--- src/rtl/shifter_right_seq.sv ---
// -----------------------------------------------------------------------------
// shifter_right_seq
//
// Multi-cycle logical right shifter for the ALU shift path. An accepted
// request is shifted one binary stage per clock (1, 2, 4, 8 and then 16 bits),
// with each stage controlled by one bit of the shift amount. Every operation
// takes the same number of cycles, including invalid ones. An invalid
// operation is a wrong op code or an amount of 32 or more, and it returns 0.
//
// Optional feature (macro SHIFTERS_SRA_EN):
//   When the macro is defined, op code SRA is also valid. The fill bit is then
//   latched from dataA[31], which gives sign extension. When the macro is not
//   defined, SRA is an unknown code and the fill is a constant 0.
//
// Ports:
//   clk     in   1   rising-edge clock
//   reset   in   1   asynchronous, active-high reset
//   start   in   1   request; sampled only while idle
//   dataA   in  32   value to shift
//   dataB   in  32   shift amount; bits [31:5] must be 0 for a valid result
//   Signal  in   6   op code
//   dataOut out 32   registered result; holds until the next completion
//   busy    out  1   high while an operation is in progress
//   done    out  1   one-cycle pulse when dataOut updates
// -----------------------------------------------------------------------------
module shifter_right_seq #(
    parameter int         DATA_W  = 32,
    parameter int         SHAMT_W = 5,
    parameter logic [5:0] SRL     = 6'b000010
) (
    input  logic        clk,
    input  logic        reset,
    input  logic        start,
    input  logic [31:0] dataA,
    input  logic [31:0] dataB,
    input  logic [5:0]  Signal,
    output logic [31:0] dataOut,
    output logic        busy,
    output logic        done
);

`ifdef SHIFTERS_SRA_EN
    localparam logic [5:0] SRA = 6'b000011;
`endif

    typedef enum logic {
        S_IDLE  = 1'b0,
        S_SHIFT = 1'b1
    } state_t;

    state_t              r_state;
    logic [DATA_W-1:0]   r_work;
    logic [SHAMT_W-1:0]  r_amt;
    logic                r_ok;
    logic [2:0]          r_cnt;
    logic                w_fill;
    logic                w_ok_in;
    logic [DATA_W-1:0]   w_stage;

`ifdef SHIFTERS_SRA_EN
    logic                r_fill;
    logic                w_fill_in;

    // Request validation and sign-fill selection at acceptance.
    always_comb begin
        w_ok_in   = ((Signal == SRL) || (Signal == SRA)) && (dataB[31:5] == 27'd0);
        if (Signal == SRA) begin
            w_fill_in = dataA[31];
        end else begin
            w_fill_in = 1'b0;
        end
    end

    assign w_fill = r_fill;

    // Fill bit is latched once per operation so later dataA changes cannot leak in.
    always_ff @(posedge clk or posedge reset) begin
        if (reset) begin
            r_fill <= 1'b0;
        end else if ((r_state == S_IDLE) && start) begin
            r_fill <= w_fill_in;
        end else begin
            r_fill <= r_fill;
        end
    end
`else
    // Request validation at acceptance; only SRL with an amount below 32 is valid.
    always_comb begin
        w_ok_in = (Signal == SRL) && (dataB[31:5] == 27'd0);
    end

    assign w_fill = 1'b0;
`endif

    // One shift stage: the counter selects the stage size and amount bit.
    always_comb begin
        w_stage = r_work;
        case (r_cnt)
            3'd0: begin
                if (r_amt[0]) begin
                    w_stage = {{1{w_fill}}, r_work[31:1]};
                end else begin
                    w_stage = r_work;
                end
            end
            3'd1: begin
                if (r_amt[1]) begin
                    w_stage = {{2{w_fill}}, r_work[31:2]};
                end else begin
                    w_stage = r_work;
                end
            end
            3'd2: begin
                if (r_amt[2]) begin
                    w_stage = {{4{w_fill}}, r_work[31:4]};
                end else begin
                    w_stage = r_work;
                end
            end
            3'd3: begin
                if (r_amt[3]) begin
                    w_stage = {{8{w_fill}}, r_work[31:8]};
                end else begin
                    w_stage = r_work;
                end
            end
            3'd4: begin
                if (r_amt[4]) begin
                    w_stage = {{16{w_fill}}, r_work[31:16]};
                end else begin
                    w_stage = r_work;
                end
            end
            default: begin
                w_stage = r_work;
            end
        endcase
    end

    // Control FSM: accepts a request in IDLE, runs five stages, then publishes the result.
    always_ff @(posedge clk or posedge reset) begin
        if (reset) begin
            r_state <= S_IDLE;
            r_work  <= 32'd0;
            r_amt   <= 5'd0;
            r_ok    <= 1'b0;
            r_cnt   <= 3'd0;
            dataOut <= 32'd0;
            busy    <= 1'b0;
            done    <= 1'b0;
        end else begin
            case (r_state)
                S_IDLE: begin
                    // done is a single-cycle pulse; it always drops out of IDLE.
                    done <= 1'b0;
                    if (start) begin
                        r_work  <= dataA;
                        r_amt   <= dataB[SHAMT_W-1:0];
                        r_ok    <= w_ok_in;
                        r_cnt   <= 3'd0;
                        busy    <= 1'b1;
                        r_state <= S_SHIFT;
                    end else begin
                        r_state <= S_IDLE;
                    end
                end
                S_SHIFT: begin
                    r_work <= w_stage;
                    r_cnt  <= r_cnt + 3'd1;
                    if (r_cnt == 3'd4) begin
                        // Invalid requests still run the full latency and return 0.
                        if (r_ok) begin
                            dataOut <= w_stage;
                        end else begin
                            dataOut <= 32'd0;
                        end
                        done    <= 1'b1;
                        busy    <= 1'b0;
                        r_state <= S_IDLE;
                    end else begin
                        r_state <= S_SHIFT;
                    end
                end
                default: begin
                    r_state <= S_IDLE;
                    busy    <= 1'b0;
                    done    <= 1'b0;
                end
            endcase
        end
    end

endmodule
--- config.mk ---
export PLATFORM = sky130hd
export DESIGN_NAME = shifter_right_seq
export DESIGN_NICKNAME = d
export VERILOG_FILES = /design/src/rtl/shifter_right_seq.sv
export SDC_FILE = /design/constraint.sdc
export NUM_CORES = 1
export LEC_CHECK = 0
export ABC_CLOCK_PERIOD_IN_PS = 5020
export CAP_MARGIN = 5
export CORE_MARGIN = 1.5
export CORE_UTILIZATION = 35
export CTS_CLUSTER_DIAMETER = 80
export DETAILED_ROUTE_END_ITERATION = 8
export GPL_TIMING_DRIVEN = 0
export PLACE_DENSITY = 0.61
export SETUP_SLACK_MARGIN = 0.5
export SLEW_MARGIN = 20
export SYNTH_ARGS = -nofsm -noshare
export SYNTH_HDL_FRONTEND = slang
export SYNTH_SLANG_ARGS = --single-unit
export TNS_END_PERCENT = 1
--- constraint.sdc ---
create_clock -name clk -period 5.02 [get_ports clk]
set_clock_uncertainty 0.15 [all_clocks]
set_input_delay 0.502 -clock clk [delete_from_list [all_inputs] [get_ports clk]]
set_output_delay 0.502 -clock clk [all_outputs]
set_load 0.03 [all_outputs]
==> impl_metrics.yaml <==
status:
  outcome: "finished with violations"
  violations: "design-rule violations"
synth:
  synth_top_area_frac: 0.360
  ys_seq_area_frac: 0.360
  synth_warnings: 0
  synth.cell_area_um2: 5290
  synth_area_per_cell_um2: 9.09
  ys_ff_latch: 76
  synth.area.top_cells: "dfrtp_1 (36%), mux2i_1 (17%), o22ai_1 (5.4%), a221o_1 (5.3%), clkbuf_1 (3.5%)"
  synth_area_leader_cell: "dfrtp_1"
  synth_cell_types: 45
  synthesis.nets: 660
  syn_inst: 582
timing:
  slew_violations: 0
  finalSetupTns_ns: 0
  rsz0062_at_grt: "no"
  fin_crit_ns: 3.49
  setup_viol: 0
  whs_ns: 0.338
  hold_violations: 0
  max_freq_mhz: 286
  relSlewSlack: 0.441
  tightest_slew_ns: 0.834
  period_share: 0.696
floorplan:
  coreArea_um2: 14600
  io_pins: 107
  rows: 44
  die_area_um2: 15900
  die_y_um: 126
  start_util: 0.361
  die_x_um: 126
clock_network:
  cts_tree: "yes"
  htree_levels: 3
  cts-buffers-inserted: 9
  clock_latency_ns: 0.35
  cts_max_path_buffers: 2
  ctsResizeCount: 0
  hold_buffers: 0
  root_buffer: "clkbuf_16"
  post_cts_buffers: 0
  clk_pin_slew_ns: 0.06
  numClockSinks: 76
route:
  wl_per_cell_um: 20.8
  via_per_inst: 5.95
  routed_wl_mm: 18.5
  vias: 5288
  first_iter_violations: 443
  drtPass1Iterations: 9
  drc: 8
  postRouteAntennaNets: 0
critical_path:
  critPathMaxFanout: 10
  critPathKind: "reg2reg"
  required_ns: 5.07
  worst_setup_path_start_kind: "register"
  end_kind: "register"
  path_cells: "buf_2 > buf_1 > inv_1 > ha_1 > inv_1 > clkbuf_1 > buf_2 > o2bb2ai_1 > a221oi_1 > a31oi_1"
  max_stage_delay_ns: 0.46
  cpMaxStageDelayCell: "clkbuf_1"
  crit_arrival_ns: 3.55
power:
  swShare: 0.483
  p_leak_uw: 0.00293
  vdd_drop_max_mv: 0.289
  clockPowerShare: 0.137
  p_seq_frac: 0.203
  total_power_uw: 4870
  p_comb_frac: 0.659
  p_int_uw: 2520
  pwr_density_cell_nw_per_um2: 706
  switchingPower_uw: 2350
placement:
  dp_cells: 872
  hpwl_mm: 13.5
  place.gp.congestion: 0.897
  placement.io_buffers: 105
layout:
  final_cells: 889
  final_core_util: 0.471
  fillers: 1427
  nets: 777
  drive_gt1_frac: 0.0639
  syn2layout_area_growth_pct: 30.4
global_route:
  antenna_found_initial: 0
  grt_pass1_wl_mm: 29.0
  grt_pass1_vias: 5136
  grtUsageTotal: 0.234
  grt_max_degree: 40
  grt-ovfl-total: 0
hold_path:
  hold_class: "reg2reg"
flow_run:
  maxCapViolations: 0
## kinds of logic (layout without fill, tap and decap cells)
| kind of cell | count (synthesis) | count (layout) | synth area share |
|---|---|---|---|
| DFF | 76 | 76 | 0.360 |
| buffers and inverters | 90 | 212 | 0.0721 |
| other | 0 | 1 | 0 |
| muxes | 89 | 89 | 0.168 |
| and+or+nand+nor | 133 | 133 | 0.119 |
| adders and majority gates | 5 | 5 | 0.0118 |
| AOI/OAI and AO/OA | 189 | 189 | 0.269 |
## power by group through the flow
stage | clock network [uW] | logic [uW] | registers (uW)
2_1_floorplan | 0 | 2090 | 1130
3_3_place_gp | 0 | 3100 | 991
3_5_place_dp | 0 | 3150 | 1000
4_1_cts | 677 | 3170 | 989
5_1_grt | 702 | 3430 | 1020
6_report | 669 | 3210 | 990
## synthesized netlist by cell type, drive strengths merged
library cell,n
o22ai,46
dfrtp,76
or3,1
o21ai,27
clkbuf,50
a22o,10
mux2i,89
or4,1
nor4b,1
o2bb2ai,7
a311oi,6
buf,27
o31ai,1
or2,1
o21bai,1
o21a,4
o31a,1
nor2,39
and3,4
a22oi,2
a221oi,16
ha,5
a221o,28
a21oi,6
inv,13
o211a,8
o211ai,8
nor4,16
nand3,1
nand2b,6
nand2,45
nor2b,1
and2,8
nand4,2
or2b,1
and3b,3
a31oi,10
o21ba,1
nor3,3
a21o,7
## flip-flops by register name, summed over array words and instances, names as in the netlist
| name | flops |
|---|---|
| dataOut | 32 |
| r_cnt | 3 |
| r_work | 32 |
| done | 1 |
| r_ok | 1 |
| r_state | 1 |
| busy | 1 |
| r_amt | 5 |
## metal layers
layer  vias to the layer above  wire length, um  global-route usage
li1                       2440                -                   -
met1                      2611             8290               0.321
met2                       200             8660               0.367
met3                        37             1110              0.0421
met4                         0              473              0.0947
met5                         -                0                   0
## critical path: cells and delay by family (launching register included)
kind / cells / cell delay, ns
AOI/OAI and AO/OA: 3 / 0.70
adders and majority gates: 1 / 0.32
buffers and inverters: 6 / 1.73
DFF: 1 / 0.43
## per-stage QoR
stage                     instance area, um^2  setup slack (ns)
after floorplan                          5290              2.43
after global placement                   6570              1.14
after detailed placement                 6590              1.67
after CTS                                6900              1.65
after global routing                     6900              1.38
final                                    6900              1.53
## cell usage in the layout (no fill, tap or decap), drive strengths merged, types with 2 or more instances in the layout
cell	n
clkdlybuf4s50	105
mux2i	89
dfrtp	76
clkbuf	62
o22ai	46
nand2	45
nor2	39
a221o	28
buf	28
o21ai	27
nor4	16
a221oi	16
inv	13
a22o	10
a31oi	10
and2	8
o211ai	8
o211a	8
a21o	7
o2bb2ai	7
nand2b	6
a311oi	6
a21oi	6
ha	5
and3	4
o21a	4
and3b	3
nor3	3
a22oi	2
nand4	2
clkinv	2
## final cells by class
| type | instances | area (um^2) | area share |
|---|---|---|---|
| timing repair buffer | 106 | 1070 | 0.155 |
| multi-input combinational | 416 | 3010 | 0.436 |
| tap | 184 | 230 | 0.0334 |
| inverter | 13 | 51.3 | 0.00743 |
| sequential | 76 | 1900 | 0.276 |
| buffer | 77 | 333 | 0.0482 |
| clock buffer | 12 | 256 | 0.0372 |
| clock inverter | 4 | 47.5 | 0.00689 |
| antenna | 1 | 2.50 | 0.000363 |
## worst paths after layout
kind                                        startpoint                       to  slack [ns]  cells past startpoint
min in group asynchronous                        reset  dataOut[24]$_DFFE_PP0P_        0.39                      2
worst min register to register  dataOut[4]$_DFFE_PP0P_   dataOut[4]$_DFFE_PP0P_        0.34                      2
max in group asynchronous                        reset  dataOut[15]$_DFFE_PP0P_        3.75                      3
worst max-delay path              r_cnt[2]$_DFFE_PP0P_   r_work[14]$_DFFE_PP0P_        1.53                     10
worst min-delay path            dataOut[4]$_DFFE_PP0P_   dataOut[4]$_DFFE_PP0P_        0.34                      2
worst max register to register    r_cnt[2]$_DFFE_PP0P_   r_work[14]$_DFFE_PP0P_        1.53                     10
Power figures use the tool's default switching activity.
